[config.mk]
export PLATFORM = sky130hd
export DESIGN_NAME = hash_unround_seq_flat
export DESIGN_NICKNAME = d
export VERILOG_FILES = /design/src/rtl/hash_pkg.sv /design/src/rtl/hash_unround_seq_if.sv /design/src/rtl/hash_unround_step.sv /design/src/rtl/lane_rotator.sv /design/src/rtl/hash_unround_seq.sv /design/src/flat_wrapper.sv
export SDC_FILE = /design/constraint.sdc
export NUM_CORES = 1
export LEC_CHECK = 0
export ABC_AREA = 1
export CORE_ASPECT_RATIO = 2
export CORE_MARGIN = 2
export CORE_UTILIZATION = 45
export CTS_BUF_LIST = sky130_fd_sc_hd__clkbuf_4
export CTS_CLUSTER_SIZE = 10
export DETAILED_ROUTE_END_ITERATION = 6
export PLACE_DENSITY_LB_ADDON = 0.1
export REMOVE_ABC_BUFFERS = 1
export SYNTH_ARGS = -nofsm -noshare
export SYNTH_HDL_FRONTEND = slang
export SYNTH_SLANG_ARGS = --single-unit
[constraint.sdc]
create_clock -name clk -period 8.01 [get_ports clk]
set_clock_uncertainty 0.15 [all_clocks]
set_input_delay 2.403 -clock clk [delete_from_list [all_inputs] [get_ports clk]]
set_output_delay 2.403 -clock clk [all_outputs]
set_load 0.01 [all_outputs]
[src/rtl/hash_pkg.sv]
// Shared definitions for the 8-bit-lane hash round chain:
// state/lane widths, round-mix boundaries, FSM encoding and the mix function.
package hash_pkg;

   localparam int STATE_W = 32;
   localparam int LANE_W  = 8;

   // Rounds 0..MIX_SEL_CH_MAX use choose, up to MIX_SEL_MAJ_MAX use
   // majority, later rounds use parity.
   localparam int MIX_SEL_CH_MAX  = 2;
   localparam int MIX_SEL_MAJ_MAX = 4;

   typedef enum logic [1:0] {
      ST_IDLE = 2'd0,
      ST_RUN  = 2'd1,
      ST_DONE = 2'd2
   } unround_fsm_e;

   function automatic logic [LANE_W-1:0] mix(
      input logic [2:0]        round,
      input logic [LANE_W-1:0] b,
      input logic [LANE_W-1:0] c,
      input logic [LANE_W-1:0] d
   );
      logic [LANE_W-1:0] res;
      if (int'(round) <= MIX_SEL_CH_MAX) begin
         res = (c & b) | (~b & d);
      end else if (int'(round) <= MIX_SEL_MAJ_MAX) begin
         res = (b & c) | (b & d) | (c & d);
      end else begin
         res = b ^ c ^ d;
      end
      return res;
   endfunction

endpackage

[src/rtl/hash_unround_seq_if.sv]
// Valid/ready bundle for hash_unround_seq.
// master: job producer / result consumer; slave: the unround engine.
interface hash_unround_seq_if #(
   parameter int NUM_ROUNDS = 8
);
   import hash_pkg::*;

   logic                         in_valid;
   logic                         in_ready;
   logic [STATE_W-1:0]           in_state;
   logic [LANE_W*NUM_ROUNDS-1:0] in_msg;
   logic                         out_valid;
   logic                         out_ready;
   logic [STATE_W-1:0]           out_state;
   logic                         busy;

   modport master (
      output in_valid, in_state, in_msg, out_ready,
      input  in_ready, out_valid, out_state, busy
   );

   modport slave (
      input  in_valid, in_state, in_msg, out_ready,
      output in_ready, out_valid, out_state, busy
   );

endinterface

[src/rtl/hash_unround_step.sv]
// Combinational inverse of one forward hash round.
// Ports: state_i (post-round state), byte_i (message byte of that round),
// round_i (round index), prev_state_o (pre-round state {d,c,b,a}).
module hash_unround_step
   import hash_pkg::*;
(
   input  logic [STATE_W-1:0] state_i,
   input  logic [LANE_W-1:0]  byte_i,
   input  logic [2:0]         round_i,
   output logic [STATE_W-1:0] prev_state_o
);

   logic [LANE_W-1:0] b;
   logic [LANE_W-1:0] c;
   logic [LANE_W-1:0] d;
   logic [LANE_W-1:0] s1;
   logic [LANE_W-1:0] s1_rot;
   logic [LANE_W-1:0] a;

   // Forward output is {c, b, rotl(...), d}.
   assign c  = state_i[31:24];
   assign b  = state_i[23:16];
   assign s1 = state_i[15:8];
   assign d  = state_i[7:0];

   lane_rotator #(
      .WIDTH (LANE_W),
      .DIR   (1'b0)
   ) u_rotr (
      .data_i (s1),
      .dist_i (round_i),
      .data_o (s1_rot)
   );

   assign a = s1_rot - byte_i - mix(round_i, b, c, d);

   assign prev_state_o = {d, c, b, a};

endmodule

[src/rtl/lane_rotator.sv]
// Barrel rotator for one lane; DIR=0 rotates right, DIR=1 rotates left.
// Ports: data_i (WIDTH), dist_i (rotate distance), data_o (WIDTH).
module lane_rotator #(
   parameter int WIDTH = 8,
   parameter bit DIR   = 1'b0
) (
   input  logic [WIDTH-1:0]         data_i,
   input  logic [$clog2(WIDTH)-1:0] dist_i,
   output logic [WIDTH-1:0]         data_o
);

   logic [2*WIDTH-1:0] dbl;

   assign dbl = {data_i, data_i};

   // Shifting the doubled word leaves the rotated lane in one half.
   if (DIR == 1'b0) begin : g_right
      assign data_o = WIDTH'(dbl >> dist_i);
   end else begin : g_left
      assign data_o = WIDTH'((dbl << dist_i) >> WIDTH);
   end

endmodule

[src/rtl/hash_unround_seq.sv]
// Iterative hash-round inverter: undoes one round per clock, last to first.
// Ports: clk, reset (sync, active-high), io (slave side of the job bundle).
module hash_unround_seq
   import hash_pkg::*;
#(
   parameter int NUM_ROUNDS = 8
) (
   input  logic              clk,
   input  logic              reset,
   hash_unround_seq_if.slave io
);

   localparam int CNT_W = (NUM_ROUNDS > 1) ? $clog2(NUM_ROUNDS) : 1;
   localparam int MSG_W = LANE_W * NUM_ROUNDS;

   unround_fsm_e       fsm_q;
   unround_fsm_e       fsm_d;
   logic [CNT_W-1:0]   round_cnt_q;
   logic [CNT_W-1:0]   round_cnt_d;
   logic [STATE_W-1:0] state_reg_q;
   logic [STATE_W-1:0] state_reg_d;
   logic [MSG_W-1:0]   msg_q;
   logic [MSG_W-1:0]   msg_d;

   logic [LANE_W-1:0]  cur_byte;
   logic [2:0]         cur_round;
   logic [STATE_W-1:0] step_prev;

   assign cur_round = 3'(round_cnt_q);

   always_comb begin
      cur_byte = '0;
      for (int i = 0; i < NUM_ROUNDS; i++) begin
         if (round_cnt_q == CNT_W'(i)) begin
            cur_byte = msg_q[LANE_W*i +: LANE_W];
         end
      end
   end

   hash_unround_step u_step (
      .state_i      (state_reg_q),
      .byte_i       (cur_byte),
      .round_i      (cur_round),
      .prev_state_o (step_prev)
   );

   always_ff @(posedge clk) begin
      if (reset) begin
         fsm_q       <= ST_IDLE;
         round_cnt_q <= '0;
         state_reg_q <= '0;
         msg_q       <= '0;
      end else begin
         fsm_q       <= fsm_d;
         round_cnt_q <= round_cnt_d;
         state_reg_q <= state_reg_d;
         msg_q       <= msg_d;
      end
   end

   always_comb begin
      fsm_d       = fsm_q;
      round_cnt_d = round_cnt_q;
      state_reg_d = state_reg_q;
      msg_d       = msg_q;
      unique case (fsm_q)
         ST_IDLE: begin
            if (io.in_valid) begin
               state_reg_d = io.in_state;
               msg_d       = io.in_msg;
               round_cnt_d = CNT_W'(NUM_ROUNDS - 1);
               fsm_d       = ST_RUN;
            end
         end
         ST_RUN: begin
            state_reg_d = step_prev;
            // Counter parks at 0 instead of wrapping.
            if (round_cnt_q == '0) begin
               fsm_d = ST_DONE;
            end else begin
               round_cnt_d = round_cnt_q - CNT_W'(1);
            end
         end
         ST_DONE: begin
            if (io.out_ready) begin
               fsm_d = ST_IDLE;
            end
         end
         default: begin
            fsm_d = ST_IDLE;
         end
      endcase
   end

   assign io.in_ready  = (fsm_q == ST_IDLE);
   assign io.out_valid = (fsm_q == ST_DONE);
   assign io.busy      = (fsm_q != ST_IDLE);
   // Intermediate rounds are not exposed on the result bus.
   assign io.out_state = (fsm_q == ST_DONE) ? state_reg_q : '0;

endmodule
[src/flat_wrapper.sv]
// flat-port wrapper written by rule: the top's interface ports become plain ports
module hash_unround_seq_flat import hash_pkg::*;
#(
   parameter int NUM_ROUNDS = 8
)
  (clk, reset, io_in_valid, io_in_state, io_in_msg, io_out_ready, io_in_ready, io_out_valid, io_out_state, io_busy);
  hash_unround_seq_if #(.NUM_ROUNDS(NUM_ROUNDS)) io_i ();
  input  logic clk;
  input  logic reset;
  input wire logic [$bits(io_i.in_valid)-1:0] io_in_valid;
  input wire logic [$bits(io_i.in_state)-1:0] io_in_state;
  input wire logic [$bits(io_i.in_msg)-1:0] io_in_msg;
  input wire logic [$bits(io_i.out_ready)-1:0] io_out_ready;
  output wire logic [$bits(io_i.in_ready)-1:0] io_in_ready;
  output wire logic [$bits(io_i.out_valid)-1:0] io_out_valid;
  output wire logic [$bits(io_i.out_state)-1:0] io_out_state;
  output wire logic [$bits(io_i.busy)-1:0] io_busy;
  assign io_i.in_valid = io_in_valid;
  assign io_i.in_state = io_in_state;
  assign io_i.in_msg = io_in_msg;
  assign io_i.out_ready = io_out_ready;
  assign io_in_ready = io_i.in_ready;
  assign io_out_valid = io_i.out_valid;
  assign io_out_state = io_i.out_state;
  assign io_busy = io_i.busy;
  hash_unround_seq #(.NUM_ROUNDS(NUM_ROUNDS)) u_core (.clk(clk), .reset(reset), .io(io_i));
endmodule
# ---- Word level (Yosys, flattened, before mapping)
# Cells that the tools add are included.
dict set report totals {
  word_cells 61
  latchBits 0
  mem_bits_rw 0
  memories 0
  mem_bits_ro 0
  reg_bits 101
}
dict set report classes {
  muxes 20
  n_div 0
  shift 1
  order_cmp 2
  reduce_logical 8
  multipliers 0
  n_eq_ne 13
  n_addsub 3
  bitwise 10
}
# cell n
set ops {}
lappend ops {{two-way mux 8 bit} 10}
lappend ops {{two-way mux 32 bit} 2}
lappend ops {{case mux 32 bit (2 select lines)} 1}
lappend ops {{AND 8 bit} 4}
lappend ops {{bitwise OR 8 bit} 3}
lappend ops {{>> shifter 16 x 3 -> 8 bit} 1}
lappend ops {{subtractor 8 bit} 2}
lappend ops {{XOR 8 bit} 2}
lappend ops {{== test 3 bit (second input constant)} 4}
lappend ops {{NOT 8 bit} 1}
lappend ops {{== test 3 x 2 -> 1 bit (second input constant)} 2}
lappend ops {{two-way mux 2 bit} 3}
lappend ops {{two-way mux 3 bit} 2}
lappend ops {{!= test 2 bit (second input constant)} 3}
lappend ops {{case mux 2 bit (3 select lines)} 1}
lappend ops {{case mux 3 bit (2 select lines)} 1}
lappend ops {{AND reduction 3 bit} 2}
lappend ops {{AND reduction 2 bit} 2}
lappend ops {{nonzero test 2 bit} 2}
lappend ops {{== test 3 x 1 -> 1 bit (second input constant)} 1}
lappend ops {{less-or-equal comparator 3 x 2 -> 1 bit (second input constant)} 1}
lappend ops {{less-or-equal comparator 3 bit (second input constant)} 1}
lappend ops {{logical NOT 3 bit} 1}
lappend ops {{subtractor 3 x 1 -> 3 bit (second input constant)} 1}
lappend ops {{4 further kinds} 4}

# ---- Logic depth before layout (Yosys ltp)
dict set report logic_depth {
  depth_word 12
  ltp_mapped 27
}

# ---- Modules after synthesis
# Synthesis repeated with hierarchy kept, for this count alone.
dict set report unflattened {
  hier_cells 995
  hier_area_um2 6459.9
}
# module area_each_um2 seq_area_each_um2 n_inst cells_per_inst
set by_module_without_submodules {}
lappend by_module_without_submodules {hash_unround_seq 4804.6 2021.9 1 748}
lappend by_module_without_submodules {hash_unround_step 1318.8 0.0 1 185}
lappend by_module_without_submodules {lane_rotator 336.6 0.0 1 62}

# ---- Least setup slack after synthesis
# No wires, ideal clock.
dict set report synth_timing {
  kind {flip-flop to flip-flop}
  startpoint {reg u_core.round_cnt_q[0] (netlist: u_core.cur_round[0])}
  endpoint {reg u_core.state_reg_q[6]}
  arrival_ns 3.447
  n_path_buf 1
  t_required_ns 7.726
  path_stages_with_launch 23
  slack_ns 4.279
  period_less_slack_ns 3.731
  cell_sequence {dfxtp_1 inv_2 ha_1 nand2_1 buf_2 nand3_1 o21ai_0 nand2_1 o21ai_0 nand2_1 o211ai_1 a31oi_1 fa_1 inv_1 ha_1 nand2_1 nand2_1 a31oi_1 o21ai_0 a21oi_1 xnor2_1 o21ai_0 a21oi_1}
}
dict set report synth_between {
  elab_chain_len 12
  elab_cells_between_ends 24
}
# item line_no
set synth_lines {}
lappend synth_lines {{start, declared} hash_unround_seq.sv:18} ;# logic [CNT_W-1:0] round_cnt_q;
lappend synth_lines {{start signal, assigned} hash_unround_seq.sv:55} ;# round_cnt_q <= round_cnt_d;
lappend synth_lines {{logical NOT 3 bit} hash_unround_seq.sv:34} ;# if (round_cnt_q == CNT_W'(i)) begin
lappend synth_lines {{two-way mux 8 bit (8 in series)} hash_unround_seq.sv:34}
lappend synth_lines {{subtractor 8 bit} hash_unround_step.sv:35} ;# assign a = s1_rot - byte_i - mix(round_i, b, c, d);
lappend synth_lines {{subtractor 8 bit (*)} hash_unround_step.sv:35}
lappend synth_lines {{case mux 32 bit (2 select lines) (*)} hash_unround_seq.sv:66} ;# unique case (fsm_q)
lappend synth_lines {{end signal, assigned} hash_unround_seq.sv:56} ;# state_reg_q <= state_reg_d;
lappend synth_lines {{end, declared} hash_unround_seq.sv:20} ;# logic [STATE_W-1:0] state_reg_q;
# Mark *: on every way between the ends. The rest lies on a longest branch, timed or not.
# A chain may end at the register's enable or synchronous reset.

# ---- Worst setup path in the final report
dict set report layout_timing {
  startpoint {reg u_core.fsm_q[1]}
  endpoint {out io_out_state[14]}
}
dict set report layout_between {
  elab_chain_len 2
}
# item line_no
set layout_lines {}
lappend layout_lines {{start, declared} hash_unround_seq.sv:16} ;# unround_fsm_e fsm_q;
lappend layout_lines {{start signal, assigned} hash_unround_seq.sv:54} ;# fsm_q <= fsm_d;
lappend layout_lines {{== test 2 bit} hash_unround_seq.sv:99} ;# assign io.out_state = (fsm_q == ST_DONE) ? state_reg_q : '0;
lappend layout_lines {{two-way mux 32 bit} hash_unround_seq.sv:99}
lappend layout_lines {{end, declared} flat_wrapper.sv:16} ;# output wire logic [$bits(io_i.out_state)-1:0] io_out_state;
# Every way passes these cells.

==> impl_metrics.json <==
{
  "gp_congestion": 0.9048,
  "synth_area_leader_cell": "dfxtp_1",
  "r2r_end": "u_core.state_reg_q[6]",
  "drive_gt1_share_pct": 4.732,
  "synth_most_common_cell": "nand2_1",
  "first_pass_iters": 6,
  "ys_warn_count": 0,
  "path_cells": "inv_1 -> nor2_1 -> inv_1 -> nor2_1 -> clkdlybuf4s50_1",
  "holdWs_ps": 325.3,
  "syn_inst": 843,
  "outcome": "finished clean",
  "instances_no_fill": 1102,
  "p_sw_uw": 653.0,
  "cts_resized": 0,
  "avgSynthCellArea_um2": 6.801,
  "worstSetupEndpointType": "output pin",
  "fin_area_um2": 7239,
  "period_needed_ps": 4934,
  "vias_per_cell": 5.221,
  "grt_pass1_vias": 5645,
  "drt-initial-drc-count": 272,
  "wl_per_cell_um": 14.75,
  "comb_power_share_pct": 43.7,
  "fin_crit_sh_pct": 61.59,
  "worst-path-buf-inv": 3,
  "row_count": 58,
  "hold_viol": 0,
  "hp-start": "u_core.msg_q[27]",
  "syn_area_um2": 5733,
  "worstPathRequired_ps": 5460,
  "hold_buffers": 0,
  "p_seq_share_pct": 38.7,
  "drv_cap": 0,
  "slowest_delay_ps": 740,
  "slew-limit-headroom_pct": 31.33,
  "reg2regPathDepth": 23,
  "clk_latency_ps": 490,
  "vias": 5753,
  "r2r_start": "u_core.cur_round[1]",
  "synth_ff_type": "dfxtp_1",
  "place_inst": 1085,
  "slew_violations": 0,
  "async_flop_share_pct": 0,
  "synth.ff_latch_count": 101,
  "fill_cells": 1257,
  "post-cts-setup-buffer-count": 0,
  "clockBufferDepth": 2,
  "min_path_type": "flop to flop",
  "cts_tree": "built",
  "rsz0062_at_grt": "no",
  "r2r_slack_ps": 3350,
  "p_int_uw": 905.2,
  "ys_types": 34,
  "syn_to_final_growth_pct": 26.28,
  "fmax_mhz": 202.7,
  "path_clk_slew_ps": 180,
  "routed_wl_um": 16260,
  "cp_top_family": "buffers and inverters",
  "cp.arrival_ps": 2380,
  "synth-edff-count": 0,
  "numCtsBuffers": 9,
  "die_h_um": 163.6,
  "fin_nets": 1073,
  "hpwl_um": 12280,
  "ys_seq_area_share_pct": 35.27,
  "slowest_stage": "inv_1",
  "drc_errors": 0,
  "cts_root_buf": "clkbuf_4",
  "p_per_area_nw_per_um2": 215.2,
  "clock_sinks": 101,
  "ios": 135,
  "critPathLaunchType": "flop",
  "ys_top_cells_by_area": "dfxtp_1 35%, nand2_1 14%, nor2_1 7.7%",
  "htree_levels": 3,
  "synth_common_cells": "220 x nand2_1, 118 x nor2_1, 101 x dfxtp_1, 81 x inv_1, 74 x a21oi_1",
  "grt_max_degree": 74,
  "worstSetupPathType": "flop to output pin",
  "antenna_found_initial": 1,
  "tightest_slew_ps": 1029,
  "swShare_pct": 41.91,
  "hold_path_end": "u_core.msg_q[27]",
  "ir_drop_v": 0.00009892,
  "grt-ovfl-total": 0,
  "hold_depth": 2,
  "grt_use_total_pct": 24.11,
  "p_clk_share_pct": 17.6,
  "grt_pass1_wl_um": 26400,
  "die_area_um2": 13710,
  "yosys.area.top_type_share_pct": 35.27,
  "start_util_pct": 45.93,
  "setup-violations-final": 0,
  "tns_ps": 0,
  "leakage_nw": 2.884,
  "core_area_um2": 12480,
  "io_buffers": 134,
  "drtAntennaViolNets": 0,
  "crit_fanout": 33,
  "placed_area_um2": 7094,
  "fp.dieW_um": 83.81
}
[cells by family after synthesis]
family	share of synthesized area [%]
buffers and inverters	9.297
AOI/OAI and AO/OA	20.04
and+or+nand+nor	27.08
DFF	35.27
adders and majority gates	7.857
xor gates and xnor gates	0.4584
[power groups by stage]
stage               clock (mW)  sequential, mW  combinational, mW
floorplan                    0           0.600              0.481
global placement             0           0.613              0.668
detailed placement           0           0.614              0.681
CTS                      0.283           0.603              0.684
global route             0.300           0.611              0.775
finish                   0.274           0.603              0.681
[metal layers]
layer | part of all wire, % | routed length, um | global-route usage, % | up-vias
met5 | 0 | 0 | 0 | -
met4 | 3.4 | 558 | 10.56 | 0
met3 | 3.3 | 541 | 3.082 | 41
met2 | 56 | 9172 | 48.15 | 148
met1 | 37 | 5987 | 24.22 | 2608
li1 | - | - | - | 2956
[cell usage in the layout (no fill, tap or decap), drive strengths merged]
cell type      synthesis  routed
ha                    12      12
a211oi                13      13
o211ai                 4       4
fa                    15      15
a22oi                  4       4
a31o                   1       1
a31oi                  8       8
a221oi                26      26
nor2                 120     120
buf                   14       6
o21ai                 50      50
inv                   86      91
o22ai                  9       9
nand2                225     225
a21oi                 75      75
clkdlybuf4s50          0     133
clkbuf                33      10
nand3                 42      42
xor2                   2       2
diode                  0       1
xnor2                  1       1
clkinv                 2       3
dfxtp                101     101
[registers in the layout, indices dropped and copies added (netlist names)]
| signal | cells |
|---|---|
| u_core.msg_q | 64 |
| u_core.cur_round | 3 |
| u_core.fsm_q | 2 |
| u_core.state_reg_q | 32 |
[per-stage QoR]
| step | setup slack (ps) | total power [mW] | util, % |
|---|---|---|---|
| floorplan | 863.3 | 1.081 | - |
| global placement | 3339 | 1.281 | 56.84 |
| detailed placement | 3350 | 1.295 | 56.84 |
| CTS | 3037 | 1.570 | 57.98 |
| global route | 2876 | 1.686 | 58.00 |
| finish | 3076 | 1.558 | 58.00 |
[worst max path at each step]
| stage | from | to | slack (ps) | cells after the start |
|---|---|---|---|---|
| 2_1_floorplan | io_in_valid | u_core.state_reg_q[2] | 860 | 6 |
| 3_3_place_gp | io_in_valid | u_core.cur_round[1] | 3340 | 7 |
| 3_5_place_dp | io_in_valid | u_core.cur_round[0] | 3350 | 6 |
| 4_1_cts | u_core.fsm_q[1] | io_out_state[16] | 3040 | 5 |
| 5_1_grt | u_core.fsm_q[1] | io_out_state[14] | 2880 | 5 |
| 6_report | u_core.fsm_q[1] | io_out_state[14] | 3080 | 5 |
[worst register-to-register path, delay by kind of cell, from the launching register on]
family	cells	cell delay [ps]
flip-flops	1	660
buffers and inverters	3	570
XOR/XNOR	1	80
AND/OR/NAND/NOR	7	630
AO/OA/AOI/OAI	9	1220
adder cells (fa/ha/maj)	3	1220
[cell type report]
class / count / area [um2] / area share [%]
multi-input combinational: 607 / 3181 / 43.93
sequential: 101 / 2022 / 27.93
timing repair buffer: 139 / 1374 / 18.98
inverter: 88 / 330.3 / 4.563
tap: 150 / 187.7 / 2.592
clock buffer: 10 / 75.07 / 1.037
clock inverter: 6 / 67.56 / 0.9333
antenna: 1 / 2.502 / 0.03457
No activity file was read; power rests on OpenSTA's default activity.
